**src/rtl/uart_rx_fifo_if.sv**
```systemverilog
// uart_rx_fifo_if: CPU-side signal bundle of the UART receive front end.
// Carries the serial line, the FIFO read port and the status/interrupt flags.
// Optional feature macro: UART_RX_PARITY_EN adds the parity_err flag.
interface uart_rx_fifo_if #(
    parameter int FIFO_AW = 2
);
    logic             rx_in;      // serial line, idle high, asynchronous
    logic             rd_en;      // pop strobe
    logic             err_clr;    // clears the sticky error flags
    logic [7:0]       rd_data;    // FIFO head, 8'h00 when empty
    logic             rx_valid;   // FIFO not empty
    logic [FIFO_AW:0] rx_count;   // entries held
    logic             frame_err;  // sticky: stop bit sampled low
    logic             overrun;    // sticky: byte dropped on full FIFO
`ifdef UART_RX_PARITY_EN
    logic             parity_err; // sticky: even-parity mismatch
`endif
    logic             int_req;    // level interrupt to the CPU

`ifdef UART_RX_PARITY_EN
    modport master (
        output rx_in, rd_en, err_clr,
        input  rd_data, rx_valid, rx_count, frame_err, overrun, parity_err, int_req
    );
    modport slave (
        input  rx_in, rd_en, err_clr,
        output rd_data, rx_valid, rx_count, frame_err, overrun, parity_err, int_req
    );
`else
    modport master (
        output rx_in, rd_en, err_clr,
        input  rd_data, rx_valid, rx_count, frame_err, overrun, int_req
    );
    modport slave (
        input  rx_in, rd_en, err_clr,
        output rd_data, rx_valid, rx_count, frame_err, overrun, int_req
    );
`endif
endinterface

```
**src/rtl/uart_rx_fifo.sv**
```systemverilog
// uart_rx_fifo: oversampling 8N1 UART receiver feeding a small show-ahead FIFO.
// The line is double-flopped, frames are sampled mid-bit, LSB first, and good
// bytes are pushed one clock after the stop-bit sample. int_req drives CPU int0.
// Optional feature macro: UART_RX_PARITY_EN inserts an even-parity bit check.
module uart_rx_fifo #(
    parameter int CLKS_PER_BIT = 16,
    parameter int FIFO_DEPTH   = 4,
    parameter int FIFO_AW      = 2
) (
    input  logic           clk,
    input  logic           rst,
    uart_rx_fifo_if.slave  bus
);
    localparam int CNT_W = $clog2(CLKS_PER_BIT);
    // The IDLE detection cycle is the first cycle of the half bit, so START
    // needs two fewer counts to land the start-bit sample mid-bit.
    localparam logic [CNT_W-1:0]   HALF_LAST = CNT_W'(CLKS_PER_BIT / 2 - 2);
    localparam logic [CNT_W-1:0]   FULL_LAST = CNT_W'(CLKS_PER_BIT - 1);
    localparam logic [FIFO_AW:0]   DEPTH     = (FIFO_AW + 1)'(FIFO_DEPTH);

    typedef enum logic [2:0] {
        S_IDLE      = 3'd0,
        S_START     = 3'd1,
        S_DATA      = 3'd2,
`ifdef UART_RX_PARITY_EN
        S_PARITY    = 3'd3,
`endif
        S_STOP      = 3'd4,
        S_WAIT_IDLE = 3'd5
    } state_t;

    logic               rx_meta_q, rx_s_q;
    state_t             state_q, state_d;
    logic [CNT_W-1:0]   cnt_q, cnt_d;
    logic [2:0]         bit_q, bit_d;
    logic [7:0]         shift_q, shift_d;
    logic               push_q, push_d;
    logic               frame_set;
`ifdef UART_RX_PARITY_EN
    logic               par_bad_q, par_bad_d;
    logic               parity_set;
    logic               parity_err_q;
`endif

    logic [7:0]         mem_q [FIFO_DEPTH];
    logic [FIFO_AW-1:0] wr_ptr_q, wr_ptr_d, rd_ptr_q, rd_ptr_d;
    logic [FIFO_AW:0]   count_q, count_d;
    logic               frame_err_q, overrun_q;
    logic               pop, full, do_push, overrun_set;

    // Two-flop synchronizer; idles high so reset never looks like a start bit.
    always_ff @(posedge clk or negedge rst) begin
        // NOTE: sequential state uses non-blocking assignments so every flop samples pre-edge values.
        if (!rst) begin
            rx_meta_q <= 1'b1;
            rx_s_q    <= 1'b1;
        end else begin
            rx_meta_q <= bus.rx_in;
            rx_s_q    <= rx_meta_q;
        end
    end

    // Receiver FSM state, counters and the registered push strobe.
    always_ff @(posedge clk or negedge rst) begin
        if (!rst) begin
            state_q <= S_IDLE;
            cnt_q   <= '0;
            bit_q   <= '0;
            shift_q <= '0;
            push_q  <= 1'b0;
`ifdef UART_RX_PARITY_EN
            par_bad_q <= 1'b0;
`endif
        end else begin
            state_q <= state_d;
            cnt_q   <= cnt_d;
            bit_q   <= bit_d;
            shift_q <= shift_d;
            push_q  <= push_d;
`ifdef UART_RX_PARITY_EN
            par_bad_q <= par_bad_d;
`endif
        end
    end

    // Next-state logic: mid-bit sampling of start, data, parity and stop bits.
    always_comb begin
        // NOTE: every output of this block gets a default first, so no path can infer a latch.
        state_d   = state_q;
        cnt_d     = cnt_q;
        bit_d     = bit_q;
        shift_d   = shift_q;
        push_d    = 1'b0;
        frame_set = 1'b0;
`ifdef UART_RX_PARITY_EN
        par_bad_d  = par_bad_q;
        parity_set = 1'b0;
`endif
        case (state_q)
            S_IDLE: begin
                if (!rx_s_q) begin
                    state_d = S_START;
                    cnt_d   = '0;
                    bit_d   = '0;
                end
            end
            S_START: begin
                if (cnt_q == HALF_LAST) begin
                    cnt_d   = '0;
                    state_d = rx_s_q ? S_IDLE : S_DATA;  // high at mid-bit is a glitch
                end else begin
                    cnt_d = cnt_q + 1'b1;
                end
            end
            S_DATA: begin
                if (cnt_q == FULL_LAST) begin
                    cnt_d   = '0;
                    shift_d = {rx_s_q, shift_q[7:1]};
                    bit_d   = bit_q + 3'd1;
                    if (bit_q == 3'd7) begin
`ifdef UART_RX_PARITY_EN
                        state_d = S_PARITY;
`else
                        state_d = S_STOP;
`endif
                    end
                end else begin
                    cnt_d = cnt_q + 1'b1;
                end
            end
`ifdef UART_RX_PARITY_EN
            S_PARITY: begin
                if (cnt_q == FULL_LAST) begin
                    cnt_d      = '0;
                    par_bad_d  = rx_s_q ^ (^shift_q);  // even parity: bit must equal XOR of data
                    parity_set = par_bad_d;
                    state_d    = S_STOP;
                end else begin
                    cnt_d = cnt_q + 1'b1;
                end
            end
`endif
            S_STOP: begin
                if (cnt_q == FULL_LAST) begin
                    cnt_d = '0;
                    if (rx_s_q) begin
`ifdef UART_RX_PARITY_EN
                        push_d = !par_bad_q;
`else
                        push_d = 1'b1;
`endif
                        state_d = S_IDLE;
                    end else begin
                        frame_set = 1'b1;
                        state_d   = S_WAIT_IDLE;  // a held break must not start a new frame
                    end
                end else begin
                    cnt_d = cnt_q + 1'b1;
                end
            end
            S_WAIT_IDLE: begin
                if (rx_s_q) state_d = S_IDLE;
            end
            default: state_d = S_IDLE;
        endcase
    end

    // FIFO control: a pop on the push cycle frees the slot, so a full FIFO still accepts.
    assign pop         = bus.rd_en && (count_q != '0);
    assign full        = (count_q == DEPTH);
    assign do_push     = push_q && (!full || pop);
    assign overrun_set = push_q && full && !pop;

    // FIFO pointer and occupancy next state.
    always_comb begin
        wr_ptr_d = do_push ? wr_ptr_q + 1'b1 : wr_ptr_q;
        rd_ptr_d = pop ? rd_ptr_q + 1'b1 : rd_ptr_q;
        count_d  = count_q;
        if (do_push && !pop)      count_d = count_q + 1'b1;
        else if (!do_push && pop) count_d = count_q - 1'b1;
    end

    // FIFO pointers, count and sticky error flags; a set wins over err_clr.
    always_ff @(posedge clk or negedge rst) begin
        if (!rst) begin
            wr_ptr_q    <= '0;
            rd_ptr_q    <= '0;
            count_q     <= '0;
            frame_err_q <= 1'b0;
            overrun_q   <= 1'b0;
`ifdef UART_RX_PARITY_EN
            parity_err_q <= 1'b0;
`endif
        end else begin
            wr_ptr_q    <= wr_ptr_d;
            rd_ptr_q    <= rd_ptr_d;
            count_q     <= count_d;
            frame_err_q <= frame_set   | (frame_err_q & ~bus.err_clr);
            overrun_q   <= overrun_set | (overrun_q & ~bus.err_clr);
`ifdef UART_RX_PARITY_EN
            parity_err_q <= parity_set | (parity_err_q & ~bus.err_clr);
`endif
        end
    end

    // FIFO storage; the byte is taken from the shift register one clock after the stop sample.
    always_ff @(posedge clk) begin
        // NOTE: storage has no reset; count_q gates every read, so stale contents are never visible.
        if (do_push) mem_q[wr_ptr_q] <= shift_q;
    end

    assign bus.rd_data   = (count_q != '0) ? mem_q[rd_ptr_q] : 8'h00;
    assign bus.rx_valid  = (count_q != '0);
    assign bus.rx_count  = count_q;
    assign bus.frame_err = frame_err_q;
    assign bus.overrun   = overrun_q;
`ifdef UART_RX_PARITY_EN
    assign bus.parity_err = parity_err_q;
    assign bus.int_req    = (count_q != '0) | frame_err_q | overrun_q | parity_err_q;
`else
    assign bus.int_req    = (count_q != '0) | frame_err_q | overrun_q;
`endif
endmodule

```
**src/flat_wrapper.sv**
```systemverilog
// flat-port wrapper written by rule: the top's interface ports become plain ports
module uart_rx_fifo_flat 
#(
    parameter int CLKS_PER_BIT = 16,
    parameter int FIFO_DEPTH   = 4,
    parameter int FIFO_AW      = 2
)
  (clk, rst, bus_rx_in, bus_rd_en, bus_err_clr, bus_rd_data, bus_rx_valid, bus_rx_count, bus_frame_err, bus_overrun, bus_int_req);
  uart_rx_fifo_if #(.FIFO_AW(FIFO_AW)) bus_i ();
  input  logic clk;
  input  logic rst;
  input wire logic [$bits(bus_i.rx_in)-1:0] bus_rx_in;
  input wire logic [$bits(bus_i.rd_en)-1:0] bus_rd_en;
  input wire logic [$bits(bus_i.err_clr)-1:0] bus_err_clr;
  output wire logic [$bits(bus_i.rd_data)-1:0] bus_rd_data;
  output wire logic [$bits(bus_i.rx_valid)-1:0] bus_rx_valid;
  output wire logic [$bits(bus_i.rx_count)-1:0] bus_rx_count;
  output wire logic [$bits(bus_i.frame_err)-1:0] bus_frame_err;
  output wire logic [$bits(bus_i.overrun)-1:0] bus_overrun;
  output wire logic [$bits(bus_i.int_req)-1:0] bus_int_req;
  assign bus_i.rx_in = bus_rx_in;
  assign bus_i.rd_en = bus_rd_en;
  assign bus_i.err_clr = bus_err_clr;
  assign bus_rd_data = bus_i.rd_data;
  assign bus_rx_valid = bus_i.rx_valid;
  assign bus_rx_count = bus_i.rx_count;
  assign bus_frame_err = bus_i.frame_err;
  assign bus_overrun = bus_i.overrun;
  assign bus_int_req = bus_i.int_req;
  uart_rx_fifo #(.CLKS_PER_BIT(CLKS_PER_BIT), .FIFO_DEPTH(FIFO_DEPTH), .FIFO_AW(FIFO_AW)) u_core (.clk(clk), .rst(rst), .bus(bus_i));
endmodule
```
**config.mk**
```make
export PLATFORM = sky130hd
export DESIGN_NAME = uart_rx_fifo_flat
export DESIGN_NICKNAME = d
export VERILOG_FILES = /design/src/rtl/uart_rx_fifo_if.sv /design/src/rtl/uart_rx_fifo.sv /design/src/flat_wrapper.sv
export SDC_FILE = /design/constraint.sdc
export NUM_CORES = 1
export LEC_CHECK = 0
export CAP_MARGIN = 10
export CORE_MARGIN = 2
export CORE_UTILIZATION = 24
export DETAILED_ROUTE_END_ITERATION = 6
export GPL_TIMING_DRIVEN = 1
export PLACE_DENSITY = 0.37
export SYNTH_ARGS = -nofsm -noshare
export SYNTH_HDL_FRONTEND = slang
export SYNTH_SLANG_ARGS = --single-unit
```
**constraint.sdc**
```tcl
create_clock -name clk -period 2.95 [get_ports clk]
set_input_delay 0.7375 -clock clk [delete_from_list [all_inputs] [get_ports clk]]
set_output_delay 0.7375 -clock clk [all_outputs]
set_load 0.01 [all_outputs]
```
After elaboration in Yosys (flattened, before gate mapping). Memory sizes are Yosys's and may differ from the RTL's. Cells that the tools add are included.

Bits in registers: 30. Memory bits (writable): 32. Memories: 1. Memory bits (read-only): 0. Latch bits: 0. Logic and storage cells: 87.

Memory list: u_core.mem_q (depth 4, width 8, rd ports 1, clocked after memory_dff 0, write ports 1, RTL line uart_rx_fifo.sv:45) `logic [7:0] mem_q [FIFO_DEPTH];`.

Magnitude comparators: 0. Muxes and demuxes: 27. Shifts and indexed selects: 0. Multipliers: 0. Div/mod/pow operators: 0. Reductions and logical operators: 20. Equal/unequal tests: 14. Bitwise operators: 7. Add/subtract/negate cells: 6.

Operators by type and width (count): $mux 3 (11); $pmux 3 s5 (1); $eq 3x3->1 const B (4); $mux 4 (3); $pmux 4 s3 (1); $ne 2x1->1 const B (5); $mux 1 (8); $mux 8 (1); $add 3x1->3 const B (2); $logic_and 1x1->1 (6); $pmux 3 s2 (1); $reduce_and 6->1 (1); $reduce_bool 3->1 (2); $add 2x1->2 const B (2); $add 4x1->4 const B (1); $eq 4x3->1 const B (1); $eq 4x4->1 const B (1); $or 1x1->1 (4); $reduce_and 2->1 (2); $reduce_bool 2->1 (2); $eq 3x1->1 const B (1); $eq 3x2->1 const B (1); $logic_not 1->1 (3); $logic_not 3->1 (1); 8 further kinds (9).

Depth between registers and ports, before layout.
Depth in word-level cells: 8. Gate-level depth with buffers: 9. Depth with buffers taken out: 8.

Least setup slack after synthesis. OpenSTA, ideal clock, no wires.

Kind: input to register. From: in bus_rd_en. To: reg u_core.count_q[1], in the netlist u_core.bus.rx_count[1]. Required time: 2.825 ns. Setup slack: 0.579 ns. Data arrival time: 2.246 ns. Stages: 7. Buffers on the path: 1. Setup time: 0.125 ns. Path through: nor4b_1 -> nor2b_1 -> clkbuf_1 -> ha_1 -> inv_1 -> fa_1 -> mux2_2.

Elaborated cells on any way between the ends: 9. Classes of those cells: mux: 1; reduce/logical: 8.

RTL lines: start: declaration (RTL line flat_wrapper.sv:13) `input wire logic [$bits(bus_i.rd_en)-1:0] bus_rd_en;`; $logic_and 1x1->1 (RTL line uart_rx_fifo.sv:169) `assign pop = bus.rd_en && (count_q != '0);`; $logic_or 1x1->1 (RTL line uart_rx_fifo.sv:171) `assign do_push = push_q && (!full || pop);`; $logic_and 1x1->1 (RTL line uart_rx_fifo.sv:171); via u_core.do_push (RTL line uart_rx_fifo.sv:49) `logic pop, full, do_push, overrun_set;`; $logic_and 1x1->1 (RTL line uart_rx_fifo.sv:179) `if (do_push && !pop) count_d = count_q + 1'b1;`; $mux 3 (RTL line uart_rx_fifo.sv:179); via u_core.count_d[1] (RTL line uart_rx_fifo.sv:47) `logic [FIFO_AW:0] count_q, count_d;`; end signal: assignment (RTL line uart_rx_fifo.sv:197) `count_q <= count_d;`; end: declaration (RTL line uart_rx_fifo.sv:47).

The timed path passes the listed nets, and every way through them passes these cells. A chain may end at the register's enable or synchronous reset.

Worst setup path in the final report.
From: reg u_core.count_q[0], in the netlist u_core.bus.rx_count[0]. To: out bus_rd_data[7].

Cells in the longest elaborated chain, start to end: 2.

RTL lines: $reduce_bool 3->1 (RTL line uart_rx_fifo.sv:212) `assign bus.rd_data = (count_q != '0) ? mem_q[rd_ptr_q] : 8'h00;`; $mux 8 (RTL line uart_rx_fifo.sv:212); end: declaration (RTL line flat_wrapper.sv:15) `output wire logic [$bits(bus_i.rd_data)-1:0] bus_rd_data;`.

Every way passes these cells.

==> impl_metrics.toml <==
[detailed_routing]
drt.antenna.violating_nets = 0
finalWirelength_um = 5220
initialDrtViolationCount = 102
vias = 1544
route.detailed.wl_per_inst_um = 14.4
detail_route.first_pass.iterations = 4
post_drt_via_cell_ratio = 4.27
drcViolationCount = 0

[finish]
final_net_count = 232
filler_instances = 1100
drive_gt1_share_pct = 20.7
multi_input_comb_area_um2 = 938
post_layout_nonfiller_instances = 362
area_growth_from_synthesis_to_layout_pct = 23.7
seqCellArea_um2 = 1720
count_of_inserted_antenna_diode_cells = 0
design_area_um2 = 3370

[pwr]
share_comb_of_total_power_pct = 11.0
share_clk_of_total_power_pct = 43.5
internal-power_w = 0.00163
seq_power_share_pct = 45.5
p_leak_nw = 1.31
p_switching_w = 0.000613
swShare_pct = 27.4
power.density_cell_area_nw_per_um2 = 664
max-vdd-ir-drop_mv = 0.290

[timing]
transition_at_the_pin_with_the_smallest_max_transition_slack_ns = 0.645
timing.final.crit_share_pct = 93.0
period_minus_slack_ns = 2.74
worst_clock_skew_ns = 0.00571
final_max_slew_viol_count = 0
finalSetupViolations = 0
max-slew-margin-rel_pct = 56.4
unrepaired_setup_endpoints_after_global_routing = "no"
finalHoldViolCount = 0
finalSetupTns_ns = 0
timing.fmax_mhz = 365

[global_route]
grt_max_degree = 31
first_global_vias = 1563
groute.usage.overall_pct = 9.12
grt_first_pass_wirelength_um = 8470
number_of_antenna_violations_at_the_first_check_in_global_routing = 0
grt_overflow = 0

[floorplanning]
boundaryPins = 20
die_h_um = 111
die-width_um = 111
floorplan.initialDensity_pct = 24.8
std_cell_rows = 38
dieArea_um2 = 12200
floorplan.core_area_um2 = 11000

[logic_synthesis]
synth.cell_area_um2 = 2730
most_instantiated_flip_flop_cell_in_the_synthesis_netlist = "sky130_fd_sc_hd__edfxtp_1"
most_repeated_cell_in_the_gate_level_netlist_after_synthesis = "sky130_fd_sc_hd__edfxtp_1"
synthesis.yosys.warnings = 0
postSynthNetCount = 204
synth_commonest_cells = "32 x sky130_fd_sc_hd__edfxtp_1, 28 x sky130_fd_sc_hd__dfrtp_1, 12 x sky130_fd_sc_hd__and2_1, 12 x sky130_fd_sc_hd__nand2_1"
async_flop_share_pct = 48.4
synthDistinctLibCells = 45
synth_edf_count = 32
synth.ff_latch_count = 62
yosysTopAreaCell = "sky130_fd_sc_hd__edfxtp_1"
synth_top_cells_by_area = "sky130_fd_sc_hd__edfxtp_1 35%, sky130_fd_sc_hd__dfrtp_1 26%, sky130_fd_sc_hd__mux4_2 6.6%"
yosysTopAreaCellShare_pct = 35.2
syn-instance-count = 189
syn_area_per_cell_um2 = 14.4
synth_sequential_area_ratio_pct = 62.9

[worst_hold_path]
hold_path_class = "reg2reg"

[clock_tree]
max-clock-path-buffers = 2
cts-buffers-inserted = 9
worst_setup_hold_path_clk_slew_ns = 0.05
h_tree_depth = 3
clock_sink_count = 62
cts_root_buffer = "sky130_fd_sc_hd__clkbuf_16"
insertion_delay_ns = 0.32
tritoncts = "built"

[placed_design]
post_dp_cell_area_um2 = 3080
place_inst = 345
placement.io_buffers = 19
gp_routability_congestion = 0.695
place.detailed.hpwl_um = 3460

[worst_setup_path]
worst_ep_arrival_time_ns = 2.01
setup.worst_path.class = "reg2out"
critical_path_endpoint_category = "output port"
required_ns = 2.21
maximum_fanout_along_the_worst_path = 11
cp-start-kind = "register"

[outcome]
run_status = "completed"

[flow_run]
timing.max_cap.violations = 0
[flip-flops by register name, summed over array words and instances, names as in the netlist, 2 cells and up]
name	count
u_core.mem_q	32
u_core.shift_q	8
u_core.cnt_q	4
u_core.bit_q	3
u_core.bus.rx_count	3
u_core.state_q	3
u_core.rd_ptr_q	2
u_core.wr_ptr_q	2
[cell families after synthesis]
family | after synthesis | synth area share, %
buf+inv | 16 | 2.71
flops | 62 | 62.9
fa+ha+maj | 10 | 4.86
simple gates | 53 | 11.1
compound gates | 22 | 5.09
mux | 19 | 11.1
xor+xnor | 7 | 2.25
[worst max-delay path: stages, from the launching register on]
cell	delay, ns
sky130_fd_sc_hd__dfrtp_1	0.45
sky130_fd_sc_hd__or3_1	0.40
sky130_fd_sc_hd__buf_4	0.20
sky130_fd_sc_hd__and2_1	0.16
sky130_fd_sc_hd__clkdlybuf4s50_1	0.48
[through the flow]
stage                     hold WS [ns]  utilization [%]  total power, W  worst slack [ns]
after detailed placement         0.349             28.1         0.00129             0.106
after global routing             0.358             30.7         0.00236            0.0990
after CTS                        0.357             30.6         0.00228            0.0376
final                            0.356             30.7         0.00224             0.207
after global placement           0.348             28.1         0.00129             0.196
after floorplan                  0.345                -         0.00123             0.579
[per-layer routing]
metal  wire length (um)  track usage (%)  up-vias
li1                   -                -      746
met1               2430             11.4      777
met2               2600             14.4       16
met3                110             2.96        5
met4                 78             4.00        0
met5                  0                0        -
[power by group through the flow]
stage / clock network, W / logic, W / registers, W
CTS: 0.00101 / 0.000251 / 0.00102
global placement: 0 / 0.000251 / 0.00104
floorplan: 0 / 0.000233 / 0.000994
detailed placement: 0 / 0.000250 / 0.00104
finish: 0.000975 / 0.000246 / 0.00102
global route: 0.00105 / 0.000285 / 0.00103
[path summary, 6_finish.rpt]
kind                                         from                     end  slack [ns]  cells past startpoint
setup / recovery           u_core.bus.rx_count[0]          bus_rd_data[7]        0.21                      4
hold / removal                   u_core.rx_meta_q           u_core.rx_s_q        0.36                      0
setup reg to reg           u_core.bus.rx_count[0]  u_core.bus.rx_count[2]        0.62                      9
hold reg to reg                  u_core.rx_meta_q           u_core.rx_s_q        0.36                      0
max in group asynchronous                     rst        u_core.rx_meta_q        1.79                      2
min in group asynchronous                     rst         u_core.bit_q[1]        0.80                      2
[repair_timing]
action	4_1_cts	5_1_grt
hold buffers	0	0
gates resized for setup	1	0
buffers inserted	0	1
endpoints found under the setup margin	4	4
[placed cells by master, fill, tap and decap left out, types with 2 or more instances in the layout]
master	netlist	layout
sky130_fd_sc_hd__edfxtp_1	32	32
sky130_fd_sc_hd__dfrtp_1	28	27
sky130_fd_sc_hd__clkdlybuf4s50_1	0	19
sky130_fd_sc_hd__and2_1	12	12
sky130_fd_sc_hd__nand2_1	12	12
sky130_fd_sc_hd__inv_1	9	9
sky130_fd_sc_hd__mux2_2	9	9
sky130_fd_sc_hd__ha_1	9	9
sky130_fd_sc_hd__clkbuf_16	0	9
sky130_fd_sc_hd__mux4_2	8	8
sky130_fd_sc_hd__o21ai_0	8	8
sky130_fd_sc_hd__nor2_1	5	5
sky130_fd_sc_hd__xnor2_1	5	5
sky130_fd_sc_hd__nor3_1	5	5
sky130_fd_sc_hd__buf_4	1	5
sky130_fd_sc_hd__nand3_1	3	3
sky130_fd_sc_hd__a21oi_1	3	3
sky130_fd_sc_hd__a22oi_1	3	3
sky130_fd_sc_hd__inv_6	0	3
sky130_fd_sc_hd__or3_1	2	2
sky130_fd_sc_hd__nand2b_1	2	2
sky130_fd_sc_hd__a31oi_1	2	2
sky130_fd_sc_hd__xor2_1	2	2
sky130_fd_sc_hd__clkinv_4	0	2
sky130_fd_sc_hd__dfstp_2	2	2
[layout make-up]
class / instances / area share (%)
Sequential cell: 62 / 50.9
Multi-Input combinational cell: 111 / 27.8
Timing Repair Buffer: 24 / 6.75
Clock buffer: 9 / 6.68
Tap cell: 140 / 5.19
Clock inverter: 7 / 1.67
Inverter: 9 / 1.00
No activity file was read; power rests on OpenSTA's default activity.
